$ cat src/rtl/gray_to_bin_dec.sv
`default_nettype none
// gray_to_bin_dec: two-stage valid/ready Gray-to-binary decoder, rev 1.0.
// Define GRAY_STEP_CHECK_EN to build the single-bit-step checker (out_err, err_cnt).
module gray_to_bin_dec #(
  parameter int WIDTH = 4
) (
  input  logic             clk,
  input  logic             rst_n,
  input  logic             in_valid,
  output logic             in_ready,
  input  logic [WIDTH-1:0] G,
  output logic             out_valid,
  input  logic             out_ready,
  output logic [WIDTH-1:0] B,
  output logic             out_err,
  output logic [7:0]       err_cnt
);

  logic             s1_valid;
  logic [WIDTH-1:0] s1_g;
  logic [WIDTH-1:0] dec;
  logic             s2_free;
  logic             in_xfer;

  assign s2_free  = !out_valid || out_ready;
  assign in_ready = !s1_valid || s2_free;
  assign in_xfer  = in_valid && in_ready;

  // Each binary bit is the XOR of all Gray bits at or above it.
  generate
    for (genvar i = 0; i < WIDTH; i++) begin : g_dec
      assign dec[i] = ^s1_g[WIDTH-1:i];
    end
  endgenerate

  always_ff @(posedge clk or negedge rst_n) begin
    if (!rst_n) begin
      s1_valid <= 1'b0;
      s1_g     <= '0;
    end else begin
      if (in_ready) s1_valid <= in_valid;
      if (in_xfer)  s1_g     <= G;
    end
  end

  always_ff @(posedge clk or negedge rst_n) begin
    if (!rst_n) begin
      out_valid <= 1'b0;
      B         <= '0;
    end else if (s2_free) begin
      out_valid <= s1_valid;
      if (s1_valid) B <= dec;
    end
  end

`ifdef GRAY_STEP_CHECK_EN
  logic [WIDTH-1:0] prev_g;
  logic [WIDTH-1:0] diff;
  logic             have_prev;
  logic             step_err;
  logic             s1_err;
  logic             s2_err;
  logic [7:0]       cnt;

  // A legal step is a non-zero power of two difference; repeats are errors too.
  assign diff     = G ^ prev_g;
  assign step_err = have_prev &&
                    !((diff != '0) && ((diff & (diff - WIDTH'(1))) == '0));

  always_ff @(posedge clk or negedge rst_n) begin
    if (!rst_n) begin
      prev_g    <= '0;
      have_prev <= 1'b0;
      cnt       <= 8'd0;
      s1_err    <= 1'b0;
      s2_err    <= 1'b0;
    end else begin
      if (in_xfer) begin
        prev_g    <= G;
        have_prev <= 1'b1;
        s1_err    <= step_err;
        if (step_err && (cnt != 8'hFF)) cnt <= cnt + 8'd1;
      end
      if (s2_free && s1_valid) s2_err <= s1_err;
    end
  end

  assign out_err = s2_err;
  assign err_cnt = cnt;
`else
  assign out_err = 1'b0;
  assign err_cnt = 8'd0;
`endif

endmodule
`default_nettype wire

$ cat config.mk
export PLATFORM = sky130hd
export DESIGN_NAME = gray_to_bin_dec
export DESIGN_NICKNAME = d
export VERILOG_FILES = /design/src/rtl/gray_to_bin_dec.sv
export SDC_FILE = /design/constraint.sdc
export NUM_CORES = 1
export LEC_CHECK = 0
export CAP_MARGIN = 20
export CORE_MARGIN = 2
export CORE_UTILIZATION = 38
export DETAILED_ROUTE_END_ITERATION = 10
export PLACE_DENSITY = 0.84
export REMOVE_ABC_BUFFERS = 1
export SKIP_CTS_REPAIR_TIMING = 1
export SLEW_MARGIN = 5
export SYNTH_ARGS = -nofsm -noshare
export SYNTH_HDL_FRONTEND = slang
export SYNTH_SLANG_ARGS = --single-unit
$ cat constraint.sdc
create_clock -name clk -period 1.3 [get_ports clk]
set_input_delay 0.195 -clock clk [delete_from_list [all_inputs] [get_ports clk]]
set_output_delay 0.195 -clock clk [all_outputs]
set_load 0.01 [all_outputs]
==> results of run 1 <==
[logic make-up (layout without fill, tap and decap cells)]
kind of cell,count (synthesis),count (layout),synth area share [%]
and+or+nand+nor,6,6,6.854
other,1,9,0.7607
muxes,7,7,15.99
AOI/OAI and AO/OA,2,2,2.284
xor gates and xnor gates,3,3,9.646
DFF,10,10,50.76
buffers and inverters,9,19,13.70
[final timing paths]
check | to | start | slack (ns) | depth (start not counted)
worst max-delay path | in_ready | out_ready | 0.11 | 3
worst min register to register | B[3] | B[3] | 0.50 | 1
max in group asynchronous | s1_g[1] | rst_n | 0.78 | 1
worst min-delay path | s1_valid | rst_n | 0.23 | 1
worst max register to register | B[0] | s1_g[2] | 0.11 | 3
min in group clk | B[3] | B[3] | 0.50 | 1
[flip-flops by register name, summed over array words and instances, names as in the netlist]
| name | count |
|---|---|
| s1_g | 4 |
| out_valid | 1 |
| B | 4 |
| s1_valid | 1 |
[placed cells by master (no fill, tap or decap)]
| cell | netlist | routed |
|---|---|---|
| xor2_1 | 1 | 1 |
| clkbuf_4 | 0 | 3 |
| xnor3_1 | 1 | 1 |
| dlymetal6s2s_1 | 0 | 6 |
| a31oi_1 | 1 | 1 |
| a21oi_1 | 1 | 1 |
| nand3b_1 | 1 | 1 |
| conb_1 | 1 | 9 |
| nand2b_1 | 3 | 3 |
| mux2_2 | 6 | 6 |
| nand2_1 | 2 | 2 |
| clkbuf_8 | 0 | 1 |
| dfrtp_1 | 10 | 10 |
| buf_4 | 9 | 2 |
| clkdlybuf4s50_1 | 0 | 7 |
| mux2_1 | 1 | 1 |
| xor2_2 | 1 | 1 |
[power by group through the flow]
stage	Combinational, mW	Sequential [mW]	Clock [mW]
2_1_floorplan	0.137	0.460	0
3_3_place_gp	0.320	0.436	0
3_5_place_dp	0.333	0.445	0
4_1_cts	0.335	0.439	0.289
5_1_grt	0.345	0.444	0.310
6_report	0.315	0.434	0.282
[per-layer routing]
metal,track usage (%),vias to the layer above,routed length [µm]
li1,-,144,-
met1,13.83,138,286
met2,23.39,21,447
met3,3.333,3,68
met4,15.52,0,23
met5,0,-,0
[stage by stage]
step | total power, mW | hold slack, ns | instance area (µm²) | TNS, ns | std cells
2_1_floorplan | 0.5977 | -0.1006 | 455.4 | 0 | 37
3_3_place_gp | 0.7555 | 0.4761 | 618.1 | -0.9610 | 66
3_5_place_dp | 0.7778 | 0.4994 | 618.1 | -1.211 | 66
4_1_cts | 1.063 | 0.2327 | 654.4 | -0.6031 | 70
5_1_grt | 1.099 | 0.2544 | 669.4 | 0 | 70
6_report | 1.031 | 0.2266 | 669.4 | 0 | 70
[layout make-up]
cell class                 count  area (µm²)  share of cell area [%]
sequential                    10       250.2                   37.38
timing repair buffer          15       160.2                   23.93
multi-input combinational     27       205.2                   30.65
tap                           14       17.52                   2.617
clock buffer                   4       36.28                   5.421
==> results.sh, run 1 <==
export IMPL_status="finished, final reports clean"
export IMPL_critPathMaxStageDelay_ns=0.41
export IMPL_antenna_found_initial=0
export IMPL_fin_nets=65
export IMPL_leakagePower_nw=0.3412
export IMPL_num_vias=306
export IMPL_synth_cell_types=13
export IMPL_synth_edff_count=0
export IMPL_drtIter0Drc=5
export IMPL_grt_max_degree=11
export IMPL_grt_use_total_pct=14.24
export IMPL_io_pins=23
export IMPL_hold_viol=0
export IMPL_design_core_area_um2=1156
export IMPL_initial_core_util_pct=42.64
export IMPL_drcViolationCount=0
export IMPL_grt_pass1_vias=312
export IMPL_power_frac_seq_pct=42.1
export IMPL_place_gp_congestion=0.7475
export IMPL_ys_seq_elements=10
export IMPL_syn2layout_area_growth_pct=35.79
export IMPL_num_rows=12
export IMPL_vias_per_cell=4.371
export IMPL_n_antenna_cell=0
export IMPL_post_place_ws_ns=-0.2618
export IMPL_switchingPower_mw=0.2827
export IMPL_dp_hpwl_um=653.2
export IMPL_rsz0062_at_grt="no"
export IMPL_crit_required_ns=1.11
export IMPL_finalWirelength_um=826
export IMPL_slew_violations=0
export IMPL_synth_area_leaders="dfrtp_1, buf_4, mux2_2, xnor3_1, nand2b_1"
export IMPL_die_y_um=40.02
export IMPL_cts_sinks=10
export IMPL_yosys_top_cells_count="dfrtp_1, buf_4, mux2_2, nand2b_1, nand2_1"
export IMPL_cts_htree_levels=1
export IMPL_crit_family="buffers and inverters"
export IMPL_arrival_ns=1.00
export IMPL_crit_path_end_kind="primary output"
export IMPL_fmax_ghz=0.8377
export IMPL_synth_top_area_share_pct=50.76
export IMPL_numCtsBuffers=3
export IMPL_fillers=106
export IMPL_io_buffers=13
export IMPL_avgSynthCellArea_um2=12.97
export IMPL_peakVddDrop_mv=0.7204
export IMPL_grt_overflow_total=0
export IMPL_root_buffer="clkbuf_4"
export IMPL_clkPwrFrac_pct=27.3
export IMPL_fin_ws_ns=0.1062
export IMPL_p_int_mw=0.7481
export IMPL_syn_area_um2=493.0
export IMPL_layout_drive_gt1_share_pct=23.21
export IMPL_critical_path_class="primary input to primary output"
export IMPL_fin_crit_ns=1.194
export IMPL_grt_pass1_wl_um=1324
export IMPL_final_core_util_pct=57.90
export IMPL_worstPathCellList="clkdlybuf4s50_1 -> nand3b_1 -> dlymetal6s2s_1"
export IMPL_maxCapViolCount=0
export IMPL_fin_crit_sh_pct=91.83
export IMPL_drtPass1Iterations=4
export IMPL_combPwrFrac_pct=30.5
export IMPL_clkSlewWorstSetupHoldPaths_ns=0.07
export IMPL_finalClockSkew_ns=0.001321
export IMPL_synthArstFlopShare_pct=100.0
export IMPL_setup_viol=0
export IMPL_cp_max_fo=3
export IMPL_clock_latency_ns=0.27
export IMPL_switching_share_pct=27.43
export IMPL_drtAntennaViolNets=0
export IMPL_synth_warnings=0
export IMPL_die_x_um=40.02
export IMPL_yosys_most_used_dff="dfrtp_1"
export IMPL_yosysMostFrequentCell="dfrtp_1"
export IMPL_yosysSeqAreaShare_pct=50.76
export IMPL_min_path_type="primary input to async pin"
export IMPL_yosysTopAreaCell="dfrtp_1"
export IMPL_power_density_nw_per_um2=1540
export IMPL_postSynthCellCount=38
export IMPL_wl_per_cell_um=11.80
export IMPL_path_buf_inv=2
export IMPL_critPathLaunchType="primary input"
export IMPL_cts_tree="done"
export IMPL_slowest_stage="clkdlybuf4s50_1"
export IMPL_die_area_um2=1602
export IMPL_cts_buffer_depth=2
Power figures use the tool's default switching activity.
==> run 2: changes to the inputs <==
--- a/config.mk
+++ b/config.mk
@@ -5,11 +5,12 @@
 export SDC_FILE = /design/constraint.sdc
 export NUM_CORES = 1
 export LEC_CHECK = 0
+export ABC_AREA = 1
 export CAP_MARGIN = 20
 export CORE_MARGIN = 2
-export CORE_UTILIZATION = 38
+export CORE_UTILIZATION = 39
 export DETAILED_ROUTE_END_ITERATION = 10
-export PLACE_DENSITY = 0.84
+export PLACE_DENSITY = 0.85
 export REMOVE_ABC_BUFFERS = 1
 export SKIP_CTS_REPAIR_TIMING = 1
 export SLEW_MARGIN = 5
==> run 2 against run 1 <==
Net effect:
- global-route usage rose by 2.0 points
- die area increased by 0.80%
- clock power shrank 29%
- sequential share of layout area rose by 0.14 points
- hold slack improved by 0.011 ns
- clock skew up 0.0081 ns
- area after synthesis rose by 3.6%
- setup slack improved by 0.067 ns
- flip-flop and latch count unchanged
- combinational power is essentially flat
- critical endpoint unchanged
- largest power group unchanged
==> results.sh, run 2 <==
export IMPL_status="finished, final reports clean"
export IMPL_dp_hpwl_um=654.8
export IMPL_avgSynthCellArea_um2=7.976
export IMPL_fin_nets=90
export IMPL_cts_tree="done"
export IMPL_antenna_found_initial=0
export IMPL_holdWs_ns=0.2379
export IMPL_fin_crit_sh_pct=86.67
export IMPL_yosys_most_used_dff="dfrtp_1"
export IMPL_critical_path_class="primary input to primary output"
export IMPL_num_rows=13
export IMPL_cts_htree_levels=1
export IMPL_yosysSeqAreaShare_pct=49.02
export IMPL_wl_per_cell_um=9.147
export IMPL_num_vias=406
export IMPL_crit_path_end_kind="primary output"
export IMPL_clock_latency_ns=0.26
export IMPL_yosys_top_cells_count="nand2_1, dfrtp_1, buf_4, inv_1"
export IMPL_finalWirelength_um=869
export IMPL_rrSetupSlack_ns=0.30
export IMPL_grt_max_degree=11
export IMPL_layout_commonest_cell="nand2_1"
export IMPL_grt_pass1_wl_um=1504
export IMPL_fin_ws_ns=0.1733
export IMPL_layout_drive_gt1_share_pct=7.500
export IMPL_die_x_um=40.18
export IMPL_setup_viol=0
export IMPL_drtAntennaViolNets=0
export IMPL_grt_use_total_pct=16.20
export IMPL_regToRegStartpoint="out_valid"
export IMPL_synth_warnings=0
export IMPL_die_area_um2=1614
export IMPL_synth_cell_types=12
export IMPL_cp_max_fo=2
export IMPL_maxCapViolCount=0
export IMPL_yosysMostFrequentCell="nand2_1"
export IMPL_n_antenna_cell=0
export IMPL_synth_top_area_share_pct=49.02
export IMPL_fillers=133
export IMPL_final_area_um2=666.9
export IMPL_drtPass1Iterations=4
export IMPL_grt_busiest_layer="met2"
export IMPL_yosysTopAreaCell="dfrtp_1"
export IMPL_grt_pass1_vias=365
export IMPL_use_met2_pct=25.00
export IMPL_register_area_um2=250.2
export IMPL_clkSlewWorstSetupHoldPaths_ns=0.06
export IMPL_cts_sinks=10
export IMPL_grt_overflow_total=0
export IMPL_synth_area_leaders="dfrtp_1, nand2_1, buf_4, inv_1, a21oi_1"
export IMPL_rsz0062_at_grt="no"
export IMPL_power_density_nw_per_um2=1425
export IMPL_finalClockSkew_ns=0.009429
export IMPL_place_gp_congestion=0.7373
export IMPL_vias_per_cell=4.274
export IMPL_hold_viol=0
export IMPL_place_area_um2=629.4
export IMPL_numCtsBuffers=3
export IMPL_r2r_end="s1_g[2]"
export IMPL_post_place_ws_ns=-0.2074
export IMPL_grt_util_met3_pct=8.333
export IMPL_multi_input_area_um2=200.2
export IMPL_arrival_ns=0.93
export IMPL_synthArstFlopShare_pct=100.0
export IMPL_root_buffer="clkbuf_4"
export IMPL_io_pins=23
export IMPL_reg_largest_list="B x4, s1_g x4"
export IMPL_peakVddDrop_mv=0.6666
export IMPL_syn_area_um2=510.5
export IMPL_postSynthCellCount=64
export IMPL_die_y_um=40.18
export IMPL_io_buffers=13
export IMPL_initial_core_util_pct=40.24
export IMPL_drcViolationCount=0
export IMPL_design_core_area_um2=1269
export IMPL_timing_setup_tns_ns=0
export IMPL_slew_violations=0
export IMPL_synth_edff_count=0
export IMPL_min_path_type="primary input to async pin"
export IMPL_reg2regPathDepth=5
export IMPL_drtIter0Drc=14
export IMPL_crit_required_ns=1.11
export IMPL_use_met1_pct=15.38
export IMPL_final_cell_mix="nand2_1, dfrtp_1, conb_1, clkdlybuf4s50_1"
export IMPL_fin_crit_ns=1.127
export IMPL_syn2layout_area_growth_pct=30.64
export IMPL_leakagePower_nw=0.3966
export IMPL_critPathLaunchType="primary input"
export IMPL_ys_seq_elements=10
export IMPL_cts_buffer_depth=2
export IMPL_fmax_ghz=0.8875
## run 2: power breakdown
part | internal, mW | switching [mW]
clock network | 0.106 | 0.0925
logic | 0.156 | 0.161
registers | 0.387 | 0.0475
total | 0.649 | 0.301
## run 2: kinds of logic after synthesis
family / after synthesis / synth area share, %
and+or+nand+nor: 31 / 25.00
DFF: 10 / 49.02
AOI/OAI and AO/OA: 6 / 5.883
buffers and inverters: 15 / 17.65
other: 1 / 0.7346
xor gates and xnor gates: 1 / 1.716
## run 2: how the worst max path moves through the flow
stage	start	end	slack (ns)
2_1_floorplan	out_valid	B[1]	0.37
3_3_place_gp	out_ready	in_ready	-0.19
3_5_place_dp	out_ready	in_ready	-0.21
4_1_cts	out_ready	in_ready	-0.22
5_1_grt	s1_valid	in_ready	0.13
6_report	out_ready	in_ready	0.17
## run 2: critical path, cell delays in order
cell             delay, ns
clkdlybuf4s50_1       0.46
inv_1                 0.06
nand3_2               0.06
dlymetal6s2s_1        0.16
## run 2: final cells by class
| type | instances | share of cell area, % |
|---|---|---|
| repair buffers | 14 | 22.89 |
| flip-flops and latches | 10 | 37.52 |
| clock buffers | 3 | 3.377 |
| multi-input cells | 47 | 30.02 |
| inverters | 6 | 3.377 |
| well taps | 15 | 2.814 |
## run 2: through the flow
| step | cells | power (mW) | utilization, % |
|---|---|---|---|
| after floorplan | 63 | 0.6028 | - |
| after global placement | 92 | 0.7590 | 49.61 |
| after detailed placement | 92 | 0.7750 | 49.61 |
| after CTS | 95 | 0.9792 | 51.38 |
| after global routing | 95 | 1.034 | 52.56 |
| final | 95 | 0.9500 | 52.56 |
## run 2: routing by layer
layer / up-vias / wire length (µm) / share of wire, %
met5: - / 0 / 0
met4: 0 / 25 / 2.9
met3: 2 / 85 / 9.8
met2: 22 / 426 / 49
met1: 170 / 331 / 38
li1: 212 / - / -
